===== config.mk =====
export PLATFORM = sky130hd
export DESIGN_NAME = dtu_rd_cred_gate
export DESIGN_NICKNAME = d
export VERILOG_FILES = /design/src/rtl/dtu_rd_cred_gate.sv
export SDC_FILE = /design/constraint.sdc
export NUM_CORES = 1
export LEC_CHECK = 0
export CAP_MARGIN = 10
export CORE_UTILIZATION = 46
export CTS_CLUSTER_SIZE = 12
export DETAILED_ROUTE_END_ITERATION = 12
export PLACE_DENSITY_LB_ADDON = 0.1
export SYNTH_ARGS = -nofsm -noshare
export SYNTH_HDL_FRONTEND = slang
export SYNTH_SLANG_ARGS = --single-unit

===== constraint.sdc =====
create_clock -name aclk -period 3.22 [get_ports aclk]
set_input_delay 0.483 -clock aclk [delete_from_list [all_inputs] [get_ports aclk]]
set_output_delay 0.483 -clock aclk [all_outputs]
set_load 0.01 [all_outputs]

===== src/rtl/dtu_rd_cred_gate.sv =====
// dtu_rd_cred_gate: admits one read descriptor at a time and forwards it only
// when enough read-data beat credits are free. Credits are consumed by the
// issued descriptor's beat count and returned one per beat observed on the
// passive read-data tap.
module dtu_rd_cred_gate #(
    parameter int BEAT_BYTES = 64,
    parameter int MAX_BEATS  = 512,
    parameter int LEN_BITS   = 28,
    parameter int PID_BITS   = 6
) (
    input  logic                         aclk,
    input  logic                         areset,
    input  logic                         s_req_valid,
    output logic                         s_req_ready,
    input  logic [LEN_BITS-1:0]          s_req_len,
    input  logic [PID_BITS-1:0]          s_req_pid,
    output logic                         m_req_valid,
    input  logic                         m_req_ready,
    output logic [LEN_BITS-1:0]          m_req_len,
    output logic [PID_BITS-1:0]          m_req_pid,
    input  logic                         mon_tvalid,
    input  logic                         mon_tready,
    output logic [$clog2(MAX_BEATS):0]   cred_free,
    output logic                         err_oversize,
    output logic                         err_overflow
);

    localparam int SH = $clog2(BEAT_BYTES);
    localparam int BW = LEN_BITS - SH + 1;
    localparam int CW = $clog2(MAX_BEATS) + 1;

    typedef enum logic [1:0] {IDLE, CALC, WAIT, ISSUE} state_t;

    state_t                state_q, state_d;
    logic                  s_req_ready_q, s_req_ready_d;
    logic                  m_req_valid_q, m_req_valid_d;
    logic [LEN_BITS-1:0]   len_q, len_d;
    logic [PID_BITS-1:0]   pid_q, pid_d;
    logic [BW-1:0]         beats_q, beats_d;
    logic [CW-1:0]         cred_free_q, cred_free_d;
    logic                  err_oversize_q, err_oversize_d;
    logic                  err_overflow_q, err_overflow_d;

    logic [BW-1:0]         beats_in;
    logic                  cred_ok;
    logic                  mon_beat;
    logic                  issue_hs;
    logic [CW:0]           cred_sum;

    // Beat count of the incoming descriptor: whole beats plus one for any partial tail.
    always_comb begin
        beats_in = BW'(s_req_len >> SH)
                 + BW'(|(s_req_len & LEN_BITS'(BEAT_BYTES - 1)));
    end

    // Handshake qualifiers and the credit sufficiency test for the held descriptor.
    always_comb begin
        mon_beat = mon_tvalid && mon_tready;
        issue_hs = m_req_valid_q && m_req_ready;
        cred_ok  = BW'(cred_free_q) >= beats_q;
    end

    // Credit pool: subtract on issue, add one per observed beat, saturate at the pool size.
    always_comb begin
        // NOTE: one extra bit of headroom lets the +1 overshoot be detected before saturating.
        cred_sum = {1'b0, cred_free_q}
                 - (issue_hs ? {1'b0, beats_q[CW-1:0]} : '0)
                 + {{CW{1'b0}}, mon_beat};
        err_overflow_d = err_overflow_q;
        if (cred_sum > (CW+1)'(MAX_BEATS)) begin
            cred_free_d    = CW'(MAX_BEATS);
            err_overflow_d = 1'b1;
        end else begin
            cred_free_d    = cred_sum[CW-1:0];
        end
    end

    // Descriptor FSM: next state and next values of its registered outputs.
    always_comb begin
        // NOTE: every signal gets a default here so no path leaves one unassigned (no latches).
        state_d        = state_q;
        s_req_ready_d  = 1'b0;
        m_req_valid_d  = 1'b0;
        len_d          = len_q;
        pid_d          = pid_q;
        beats_d        = beats_q;
        err_oversize_d = err_oversize_q;
        case (state_q)
            IDLE: begin
                if (s_req_valid && s_req_ready_q) begin
                    len_d   = s_req_len;
                    pid_d   = s_req_pid;
                    beats_d = beats_in;
                    state_d = CALC;
                end else begin
                    s_req_ready_d = 1'b1;
                end
            end
            CALC: begin
                if (len_q == '0) begin
                    state_d       = IDLE;
                    s_req_ready_d = 1'b1;
                end else if (beats_q > BW'(MAX_BEATS)) begin
                    err_oversize_d = 1'b1;
                    state_d        = IDLE;
                    s_req_ready_d  = 1'b1;
                end else if (cred_ok) begin
                    state_d       = ISSUE;
                    m_req_valid_d = 1'b1;
                end else begin
                    state_d = WAIT;
                end
            end
            WAIT: begin
                if (cred_ok) begin
                    state_d       = ISSUE;
                    m_req_valid_d = 1'b1;
                end
            end
            ISSUE: begin
                if (m_req_ready) begin
                    state_d       = IDLE;
                    s_req_ready_d = 1'b1;
                end else begin
                    m_req_valid_d = 1'b1;
                end
            end
            default: begin
                state_d       = IDLE;
                s_req_ready_d = 1'b1;
            end
        endcase
    end

    // State, descriptor, credit and error registers with synchronous reset.
    always_ff @(posedge aclk) begin
        // NOTE: state is updated with non-blocking assignments so all flops see pre-edge values.
        if (areset) begin
            state_q        <= IDLE;
            s_req_ready_q  <= 1'b0;
            m_req_valid_q  <= 1'b0;
            len_q          <= '0;
            pid_q          <= '0;
            beats_q        <= '0;
            cred_free_q    <= CW'(MAX_BEATS);
            err_oversize_q <= 1'b0;
            err_overflow_q <= 1'b0;
        end else begin
            state_q        <= state_d;
            s_req_ready_q  <= s_req_ready_d;
            m_req_valid_q  <= m_req_valid_d;
            len_q          <= len_d;
            pid_q          <= pid_d;
            beats_q        <= beats_d;
            cred_free_q    <= cred_free_d;
            err_oversize_q <= err_oversize_d;
            err_overflow_q <= err_overflow_d;
        end
    end

    assign s_req_ready  = s_req_ready_q;
    assign m_req_valid  = m_req_valid_q;
    assign m_req_len    = len_q;
    assign m_req_pid    = pid_q;
    assign cred_free    = cred_free_q;
    assign err_oversize = err_oversize_q;
    assign err_overflow = err_overflow_q;

endmodule


# Yosys cells after proc, flatten, opt, wreduce, memory -nomap -nowiden
# Cells that the tools add are included.
word_totals:
  output_inout_bits: 48
  elab_cells: 50
  register_bits: 73
  in_bits: 40
classes:
  muxes: 18
  reduce_logical: 10
  bitwise: 1
  eq_ne: 6
  order_cmp: 3
  n_addsub: 3
ops:
  columns: ["op", "n"]
  rows:
  - ["$logic_not 28->1", 1]
  - ["$add 22x1->23", 1]
  - ["$ge 10x23->1", 1]
  - ["$gt 23x10->1 const B", 1]
  - ["$add 11x1->11", 1]
  - ["$gt 11x10->1 const B", 1]
  - ["$sub 10x10->11", 1]
  - ["$mux 10", 1]
  - ["$mux 2", 5]
  - ["$mux 1", 9]
  - ["$pmux 2 s4", 1]
  - ["$ne 2x2->1 const B", 3]
  - ["$pmux 1 s3", 2]
  - ["$reduce_and 3->1", 2]
  - ["$reduce_or 6->1", 1]
  - ["$eq 2x2->1 const B", 2]
  - ["$logic_and 1x1->1", 3]
  - ["$eq 2x1->1 const B", 1]
  - ["$logic_not 2->1", 1]
  - ["$reduce_and 2->1", 1]
  - ["$reduce_or 2->1", 1]
  - ["$not 1->1", 1]

# Depth between registers and ports, before layout
# Gate-level depths: netlist of run 1.
logic_depth:
  depth_word: 6
  mapped_depth: 12
  mapped_depth_nobuf: 11

# Worst setup path after synthesis of run 1
# Ideal clock, no wire load.
synth_path:
  path_kind: "input to register"
  startpoint: "input port m_req_ready"
  endpoint: "register err_overflow_q (netlist: err_overflow)"
  required_time_ps: 3100
  setup_time_ps: 120
  arrival_time_ps: 3081
  n_path_buf: 1
  path_slack_ps: 19
  path_stages: 11
  cell_sequence: "and2_1 -> clkbuf_1 -> nand2_1 -> ha_1 -> fa_1 -> a21o_1 -> and4_1 -> or3_1 -> a211oi_2 -> a41oi_2 -> o31a_1"
synth_via:
  elab_chain_len: 5
synth_rtl:
  columns: ["item", "line", "source"]
  rows:
  - ["start: declaration", "18", "input logic m_req_ready,"]
  - ["$logic_and 1x1->1", "59", "issue_hs = m_req_valid_q && m_req_ready;"]
  - ["$mux 10", "67", "- (issue_hs ? {1'b0, beats_q[CW-1:0]} : '0)"]
  - ["$sub 10x10->11", "67", null]
  - ["$add 11x1->11", "68", "+ {{CW{1'b0}}, mon_beat};"]
  - ["$gt 11x10->1", "70", "if (cred_sum > (CW+1)'(MAX_BEATS)) begin"]
  - ["end signal: assignment", "157", "err_overflow_q <= err_overflow_d;"]
  - ["end: declaration", "42", "logic err_overflow_q, err_overflow_d;"]
# No other way between the ends.
# A chain may end at the register's enable or synchronous reset.

# Worst setup path after layout of run 1
# Same ends and word-level chain as after synthesis.

==> results of run 1 <==
[metal layers]
layer  vias up  track usage
li1       1926            -
met1      1736       0.3080
met2        78       0.4015
met3        11      0.03479
met4         0      0.08974
met5         -            0
[synthesized netlist by cell type (all sizes together), types with 3 or more instances]
cell | n | area (um^2)
a21o | 4 | 30.03
inv | 15 | 56.30
ha | 32 | 400.4
nand2 | 100 | 375.4
a211oi | 20 | 155.1
nor3 | 10 | 50.05
nand4 | 7 | 43.79
o21ai | 13 | 65.06
and2 | 5 | 35.04
nor2 | 35 | 131.4
nor3b | 4 | 30.03
xor2 | 11 | 96.34
and4 | 5 | 46.29
xnor2 | 11 | 96.34
dfxtp | 73 | 1461
nor4 | 12 | 75.07
or3 | 6 | 37.54
and3 | 3 | 18.77
a311oi | 6 | 52.55
a21oi | 49 | 249.0
clkbuf | 21 | 80.07
nand3 | 14 | 82.58
[cells by family after synthesis]
| family | Yosys count | share of synthesized area |
|---|---|---|
| AND/OR/NAND/NOR | 209 | 0.2546 |
| AO/OA/AOI/OAI | 104 | 0.1702 |
| flip-flops | 73 | 0.3779 |
| buffers and inverters | 37 | 0.03623 |
| adder cells (fa/ha/maj) | 33 | 0.1087 |
| XOR/XNOR | 22 | 0.04982 |
| multiplexers | 1 | 0.002588 |
[metrics by stage]
step	hold WS, ps	power (mW)	TNS [ps]	cells	worst slack, ps
finish	444.7	4.749	0	702	88.35
global route	449.9	5.064	0	702	0.6144
CTS	436.1	4.731	0	700	43.55
detailed placement	445.7	3.846	-3804	684	-572.4
global placement	442.1	3.764	-3127	684	-468.2
floorplan	457.4	2.699	0	479	19.32
[final timing paths]
kind,to,slack [ps],depth (start not counted)
worst min-delay path,cred_free[9],440,3
worst min register to register,m_req_pid[4],460,2
worst max-delay path,err_overflow,90,12
worst max register to register,err_overflow,160,11
[flip-flops by register name (all words and copies together), names as in the netlist, named ones only]
| name | flops |
|---|---|
| m_req_len | 28 |
| beats_q | 23 |
| cred_free | 10 |
| m_req_pid | 6 |
| err_overflow | 1 |
| err_oversize | 1 |
| m_req_valid | 1 |
| s_req_ready | 1 |
| state_q | 1 |
[area by class of cell]
cell class | instances | area share
clock buffer | 10 | 0.02389
multi-input combinational | 369 | 0.4289
tap | 105 | 0.02460
inverter | 15 | 0.01054
sequential | 73 | 0.2736
clock inverter | 6 | 0.02132
timing repair buffer | 124 | 0.2171
[power groups by stage]
stage / combinational, mW / sequential (mW) / clock [mW]
floorplan: 1.53 / 1.17 / 0
global placement: 2.60 / 1.17 / 0
global route: 2.97 / 1.16 / 0.926
CTS: 2.69 / 1.15 / 0.896
detailed placement: 2.68 / 1.17 / 0
finish: 2.72 / 1.15 / 0.879
[timing repair]
item                       4_1_cts  5_1_grt
gates resized for setup          2        6
setup endpoints to repair        6        6
pin swaps                        1        9
setup buffers                    0        2
hold buffers                     0        0
[worst reg2reg max path, cell delays in order, from the launching register on]
cell	delay [ps]
dfxtp_1	390
and2_1	160
buf_4	150
nand2_1	60
ha_1	270
ha_1	330
a21o_1	220
and4_1	210
or3_4	370
a211oi_2	220
a41oi_2	230
o31a_1	330
==> results.cfg, run 1 <==
[routing]
avgViaCountPerCell = 5.343
wl_met2_um = 4843
vias = 3751
met3WireLength_um = 358
highest-signal-layer = met4
drt-met1-wl_um = 4763
detail_route.first_pass.iterations = 4
drt_wl_total_um = 10100
wl_per_cell_um = 14.38
drt-initial-drc-count = 111
final_antenna_net_count = 0
drc = 0

[timing]
fmax_mhz = 319.3
timing.final.crit_period_ps = 3132
hold_violations = 0
worst_pin_slew_ps = 854.4
final.setup_skew_ps = 8.838
relSlewSlack = 0.4288
slew_viol_final = 0
rsz0062_at_grt = false
fin_crit_sh = 0.9726
setup_viol = 0

[clocking]
tritoncts = done
cts.sink_count = 73
cts_buffers = 9
worstSkewPairLatency_ps = 350
clock-root-buffer = clkbuf_8
htreeDepth = 3
clk_pin_slew_ps = 80
clockBufferDepth = 2

[pwr]
p_clk_frac = 0.185
swShare = 0.3869
power.density_mw_per_mm2 = 889.0
p_comb_frac = 0.573
p_switching_mw = 1.837
p_int_mw = 2.911
power.leakage_nw = 2.006
seqPwrFrac = 0.242
vdd_drop_max_v = 0.0008525

[layout]
post-route-util = 0.6534
seqCellArea_mm2 = 0.001461
fin_nets = 665
area_delta_synth_final_pct = 38.11
final_common_cell = nand2_1
drive_gt1_frac = 0.1122
multi_input_area_mm2 = 0.002291
nFillCells = 731
layout_common_cells = nand2_1, clkdlybuf4s50_1, dfxtp_1
design_area_mm2 = 0.005341
antenna_cells = 0

[die]
rows = 33
ios = 88
core_mm2 = 0.008175
dieArea_mm2 = 0.008778
start_util = 0.4731
dieWidth_um = 93.69
chipHeight_um = 93.69

[worst_setup_path]
startpoint = m_req_ready
cp.required_ps = 3460
critPathCaptureType = flip-flop
cpPeakStageDelay_ps = 370
worstSetupPathType = in2reg
worst-path-buf-inv = 2
crit_family = compound AO/OA/AOI/OAI gates
worstPathArrival_ps = 3370
slowest_stage = fa_2
cp-start-kind = input pin
path_cells = dlygate4sd2_1 -> and3_1 -> ha_1 -> inv_2 -> ha_4 -> fa_2 -> a21o_1 -> and4_1 -> or3_4 -> a211oi_2 -> a41oi_2 -> o31a_1
cp_max_fo = 6
r2r-start = m_req_valid

[placed_design]
place_congestion = 0.8153
dpl_cell_area_mm2 = 0.005061
portBuffers = 87
dp_hpwl_um = 7524

[flow_run]
cap_violations = 0

[synthesis]
synthArstFlopShare = 0
ys_ff_latch = 73
netlist_instances = 479
netlist_area_mm2 = 0.003867
syn-num-nets = 552
avgSynthCellArea_um2 = 8.074
synth_ff_type = dfxtp_1
synth_enable_flop_cells = 0
ys_seq_area_frac = 0.3779
ys_types = 49
yosys_warnings = 0

[grt]
grt_pass1_wl_um = 16300
grt_pass1_vias = 3431
grt_usage = 0.2387
grt_antenna_before_repair = 0
gr-total-overflow = 0
grt_max_degree = 71

[min_path]
hold_start = areset
hold_class = in2reg

[outcome]
status = completed
Note: power is estimated with default switching activity, not from simulation.
==> run 2, diff against run 1 <==
- ABC_CLOCK_PERIOD_IN_PS: not set -> 2650
- clock period: 3.22 -> 2.65 ns (I/O delays scaled with it)
==> run 2 against run 1 <==
Against the previous run:
- the flow now finishes with violations (negative setup slack)
- final cell count rose by 2.4%
- non-clock buffer count rose by 17
- sequential cell count did not move
- critical path depth did not move
- first-iteration DRC count rose by 39%
- combinational power rose by 49%
- sequential share of layout area fell by 1.2 points
- clock skew fell by 3.9 ps
- core utilization rose by 3.2 points
==> results.cfg, run 2 (synthesis results as in run 1) <==
[flow_run]
cap_violations = 0

[timing]
relSlewSlack = 0.5688
final.setup_skew_ps = 4.964
slew_viol_final = 0
timing.final.crit_period_ps = 2802
holdWs_ps = 383.3
worst_pin_slew_ps = 646.7
rsz0062_at_grt = true
fin_tns_setup_ps = -821.4
setup_slack_ps = -151.7
hold_violations = 0
fmax_mhz = 356.9
setup_viol = 8
fin_crit_sh = 1.057

[clocking]
worstSkewPairLatency_ps = 350
cts.hold.buffers_added = 0
cts.sink_count = 73
clockBufferDepth = 2
cts_buffers = 9
htreeDepth = 3
clock-root-buffer = clkbuf_8
tritoncts = done
clk_pin_slew_ps = 80

[routing]
detail_route.first_pass.iterations = 4
vias = 3829
wl_per_cell_um = 14.78
drc = 0
drt_wl_total_um = 10630
final_antenna_net_count = 0
drt-initial-drc-count = 154
avgViaCountPerCell = 5.325

[pwr]
p_int_mw = 3.878
p_clk_frac = 0.152
p_switching_mw = 2.550
swShare = 0.3967
power.total_mw = 6.427
seqPwrFrac = 0.217
power.leakage_nw = 2.092
vdd_drop_max_v = 0.001520
p_comb_frac = 0.631
power.density_mw_per_mm2 = 1146

[die]
chipHeight_um = 93.69
start_util = 0.4731
ios = 88
core_mm2 = 0.008175
dieWidth_um = 93.69
dieArea_mm2 = 0.008778
rows = 33

[layout]
layout_common_cells = nand2_1, clkdlybuf4s50_1, dfxtp_1
drive_gt1_frac = 0.1792
post-route-util = 0.6858
design_area_mm2 = 0.005607
fin_nets = 682
largest_reg_flops = 28
antenna_cells = 0
stdcell_count = 719
final_common_cell = nand2_1
nFillCells = 685
area_delta_synth_final_pct = 44.97

[worst_setup_path]
cpPeakStageDelay_ps = 390
cp-start-kind = flip-flop
worstPathArrival_ps = 3080
critPathCaptureType = flip-flop
cp_max_fo = 5
crit_family = simple AND/OR/NAND/NOR gates
path_cells = and3_4 -> ha_4 -> inv_2 -> ha_4 -> fa_2 -> a21o_1 -> and4_1 -> or3_4 -> a211oi_2 -> a41oi_2 -> buf_6 -> nor3b_2
worst-path-buf-inv = 2
cp.required_ps = 2930
slowest_stage = or3_4
worstSetupPathType = reg2reg
cpMostUsedCell = ha_4

[grt]
grt_pass1_wl_um = 16770
grt_antenna_before_repair = 0
grt_usage = 0.2437
grt_pass1_vias = 3551
gr-total-overflow = 0
grt_max_degree = 71

[placed_design]
dpl.cell_count = 695
place_ws_ps = -861.1
place_congestion = 0.7643
portBuffers = 87
dp_hpwl_um = 7758
dpl_cell_area_mm2 = 0.005194

[outcome]
status = finished, violations left
violations = negative setup slack

[min_path]
hold_class = in2reg
run 2: cell count changes in the layout (fill, tap and decap cells not counted), sizes merged:
cell,previous run,this run
dlymetal6s2s,2,0
buf,38,55
dlygate4sd2,1,2
clkdlybuf4s15,0,1
clkinvlp,2,1
clkinv,0,2
bufinv,3,2
run 2: layout make-up:
class	instances	area (um^2)	share of cell area
timing repair buffer	141	1286	0.2294
clock inverter	6	90.09	0.01607
tap	105	131.4	0.02343
clock buffer	10	127.6	0.02276
inverter	15	56.30	0.01004
multi-input combinational	369	2450	0.4370
sequential	73	1465	0.2613
run 2: power by group through the flow:
stage	Clock, mW	Sequential, mW	Combinational, mW
floorplan	0	1.42	1.87
global placement	0	1.42	3.40
detailed placement	0	1.42	3.47
CTS	0.991	1.40	3.83
global route	1.05	1.42	4.36
finish	0.977	1.40	4.05
run 2: worst reg2reg max path: stages (launching register included):
cell and delay, ps:
dfxtp_4 360, and3_4 160, ha_4 250, inv_2 40, ha_4 150, fa_2 340
a21o_1 180, and4_1 160, or3_4 390, a211oi_2 210, a41oi_2 150, buf_6 170
nor3b_2 160
run 2: worst paths after layout:
kind,startpoint,to,slack [ps],cells past startpoint
min,areset,cred_free[9],380,3
min reg2reg,m_req_pid[1],m_req_pid[1],460,2
max reg2reg,m_req_valid,cred_free[1],-150,12
max,m_req_valid,cred_free[1],-150,12
run 2: per-layer routing:
| layer | up-vias | routed length (um) | global-route usage | share of wire |
|---|---|---|---|---|
| li1 | 1965 | - | - | - |
| met1 | 1792 | 4847 | 0.3162 | 0.46 |
| met2 | 63 | 5353 | 0.4100 | 0.50 |
| met3 | 9 | 317 | 0.03883 | 0.030 |
| met4 | 0 | 108 | 0.08205 | 0.010 |
| met5 | - | 0 | 0 | 0 |
run 2: repair_timing:
item	in CTS	in global routing
pin swaps	14	14
setup endpoints to repair	11	11
buffers inserted	6	3
gates resized for setup	20	15
==> run 3, diff against run 2 <==
- ABC_CLOCK_PERIOD_IN_PS: 2650 -> 2900
- CAP_MARGIN: 10 -> 20
- CORE_UTILIZATION: 46 -> 51
- clock period: 2.65 -> 2.9 ns (I/O delays scaled with it)
==> run 3 against run 2 <==
Against the previous run:
- critical path depth stayed put
- via count rose by 1.9%
- highest routed layer unchanged
- final cell count fell by 3.2%
- cell area is 4.5% lower
- sequential cell count unchanged
- the flow now finishes without violations
- critical endpoint is now cred_free[3]
- clock-buffer cell count unchanged
- sequential share of layout area grew 1.2 points
- clock power shrank 23%
- critical path type unchanged
- fmax fell by 1.3%
==> results.cfg, run 3 (synthesis results as in run 1) <==
[clocking]
tritoncts = done
clk_pin_slew_ps = 80
cts.sink_count = 73
clock-root-buffer = clkbuf_8
htreeDepth = 3
clockBufferDepth = 2
worstSkewPairLatency_ps = 360
cts_buffers = 9
cts.hold.buffers_added = 0

[worst_setup_path]
worstPathArrival_ps = 3110
worstSetupPathType = reg2reg
critPathCaptureType = flip-flop
r2r_slack_ps = 60
cp_max_fo = 5
cp-start-kind = flip-flop
cp.required_ps = 3170

[outcome]
status = completed

[routing]
avgViaCountPerCell = 5.603
drt_wl_total_um = 10370
drt-initial-drc-count = 145
drc = 0
wl_per_cell_um = 14.89
vias = 3900
final_antenna_net_count = 0
detail_route.first_pass.iterations = 4

[flow_run]
cap_violations = 0

[grt]
grt_max_degree = 71
gr-total-overflow = 0
grt_pass1_vias = 3664
grt_pass1_wl_um = 16590
grt_antenna_before_repair = 0
grt_usage = 0.2739

[pwr]
vdd_drop_max_v = 0.0009556
power.density_mw_per_mm2 = 1037
power.leakage_nw = 1.994

[die]
rows = 31
start_util = 0.5304
chipHeight_um = 89.08
ios = 88
dieArea_mm2 = 0.007935
dieWidth_um = 89.08
core_mm2 = 0.007292

[timing]
hold_violations = 0
setup_viol = 0
timing.final.crit_period_ps = 2837
fmax_mhz = 352.4
slew_viol_final = 0
rsz0062_at_grt = true
relSlewSlack = 0.5826
final.setup_skew_ps = 7.113
fin_crit_sh = 0.9784
holdWs_ps = 404.1
worst_pin_slew_ps = 626.0
setup_slack_ps = 62.59

[layout]
seqCellArea_mm2 = 0.001463
final_common_cell = nand2_1
area_delta_synth_final_pct = 38.50
multi_input_area_mm2 = 0.002365
largest_reg_flops = 28
stdcell_count = 696
antenna_cells = 0
nFillCells = 603
layout_common_cells = nand2_1, clkdlybuf4s50_1, dfxtp_1
fin_nets = 665
drive_gt1_frac = 0.1390

[placed_design]
portBuffers = 87
place_ws_ps = -592.8
dp_hpwl_um = 7542
dpl.cell_count = 677
place_congestion = 0.8863

[min_path]
hold_class = in2reg
==> run 3: cell types whose count changed in the layout (fill, tap and decap cells not counted), sizes merged, moves of 2 or more <==
cell,before,now
dlygate4sd2,2,0
buf,55,38
bufinv,2,0
dlymetal6s2s,0,2
clkinvlp,1,3
==> run 3: what timing repair did <==
item,4_1_cts,5_1_grt
pin swaps,7,10
gates resized for setup,9,13
buffers inserted,2,1
setup endpoints to repair,11,10
==> run 3: final cells by class <==
cell class / instances / area share
clock buffers: 10 / 0.02569
clock inverters: 6 / 0.009577
inverters: 15 / 0.01051
multi-input cells: 369 / 0.4415
flip-flops and latches: 73 / 0.2731
well taps: 99 / 0.02313
repair buffers: 124 / 0.2165
==> run 3: worst max-delay path, stage by stage (launching register included) <==
cell	delay, ps
dfxtp_2	340
and3_4	170
ha_4	250
inv_2	30
ha_4	150
fa_2	390
a21o_1	190
and4_1	170
or3_4	340
a211oi_2	210
a41oi_2	150
buf_6	170
nor4_1	190
==> run 3: metal layers <==
| layer | share of wire | GRT usage | up-vias |
|---|---|---|---|
| met3 | 0.051 | 0.07572 | 28 |
| li1 | - | - | 1924 |
| met4 | 0.030 | 0.1140 | 0 |
| met2 | 0.51 | 0.4823 | 113 |
| met1 | 0.41 | 0.3122 | 1835 |
| met5 | 0 | 0 | - |
==> run 3: final timing paths <==
kind | depth (start not counted) | start | end
worst min register to register | 2 | m_req_pid[0] | m_req_pid[0]
worst min-delay path | 3 | areset | cred_free[9]
worst max-delay path | 12 | m_req_valid | cred_free[3]
worst max register to register | 12 | m_req_valid | cred_free[3]
==> run 3: where the power goes <==
part	internal [mW]	switching, mW	leakage [nW]	total (mW)
Sequential	1.15	0.130	0.596	1.28
Combinational	1.80	1.72	1.31	3.52
Clock	0.344	0.411	0.0870	0.755
==> run 3: per-stage QoR <==
| step | setup TNS [ps] | instance area [um^2] | utilization | power, mW |
|---|---|---|---|---|
| 6_report | 0 | 5356 | 0.7346 | 5.556 |
| 5_1_grt | -20.78 | 5356 | 0.7346 | 5.870 |
| 4_1_cts | 0 | 5326 | 0.7304 | 5.427 |
| 3_5_place_dp | -5910 | 5091 | 0.6982 | 4.463 |
| 3_3_place_gp | -4945 | 5091 | 0.6982 | 4.342 |
| 2_1_floorplan | -7.941 | 3916 | - | 3.010 |
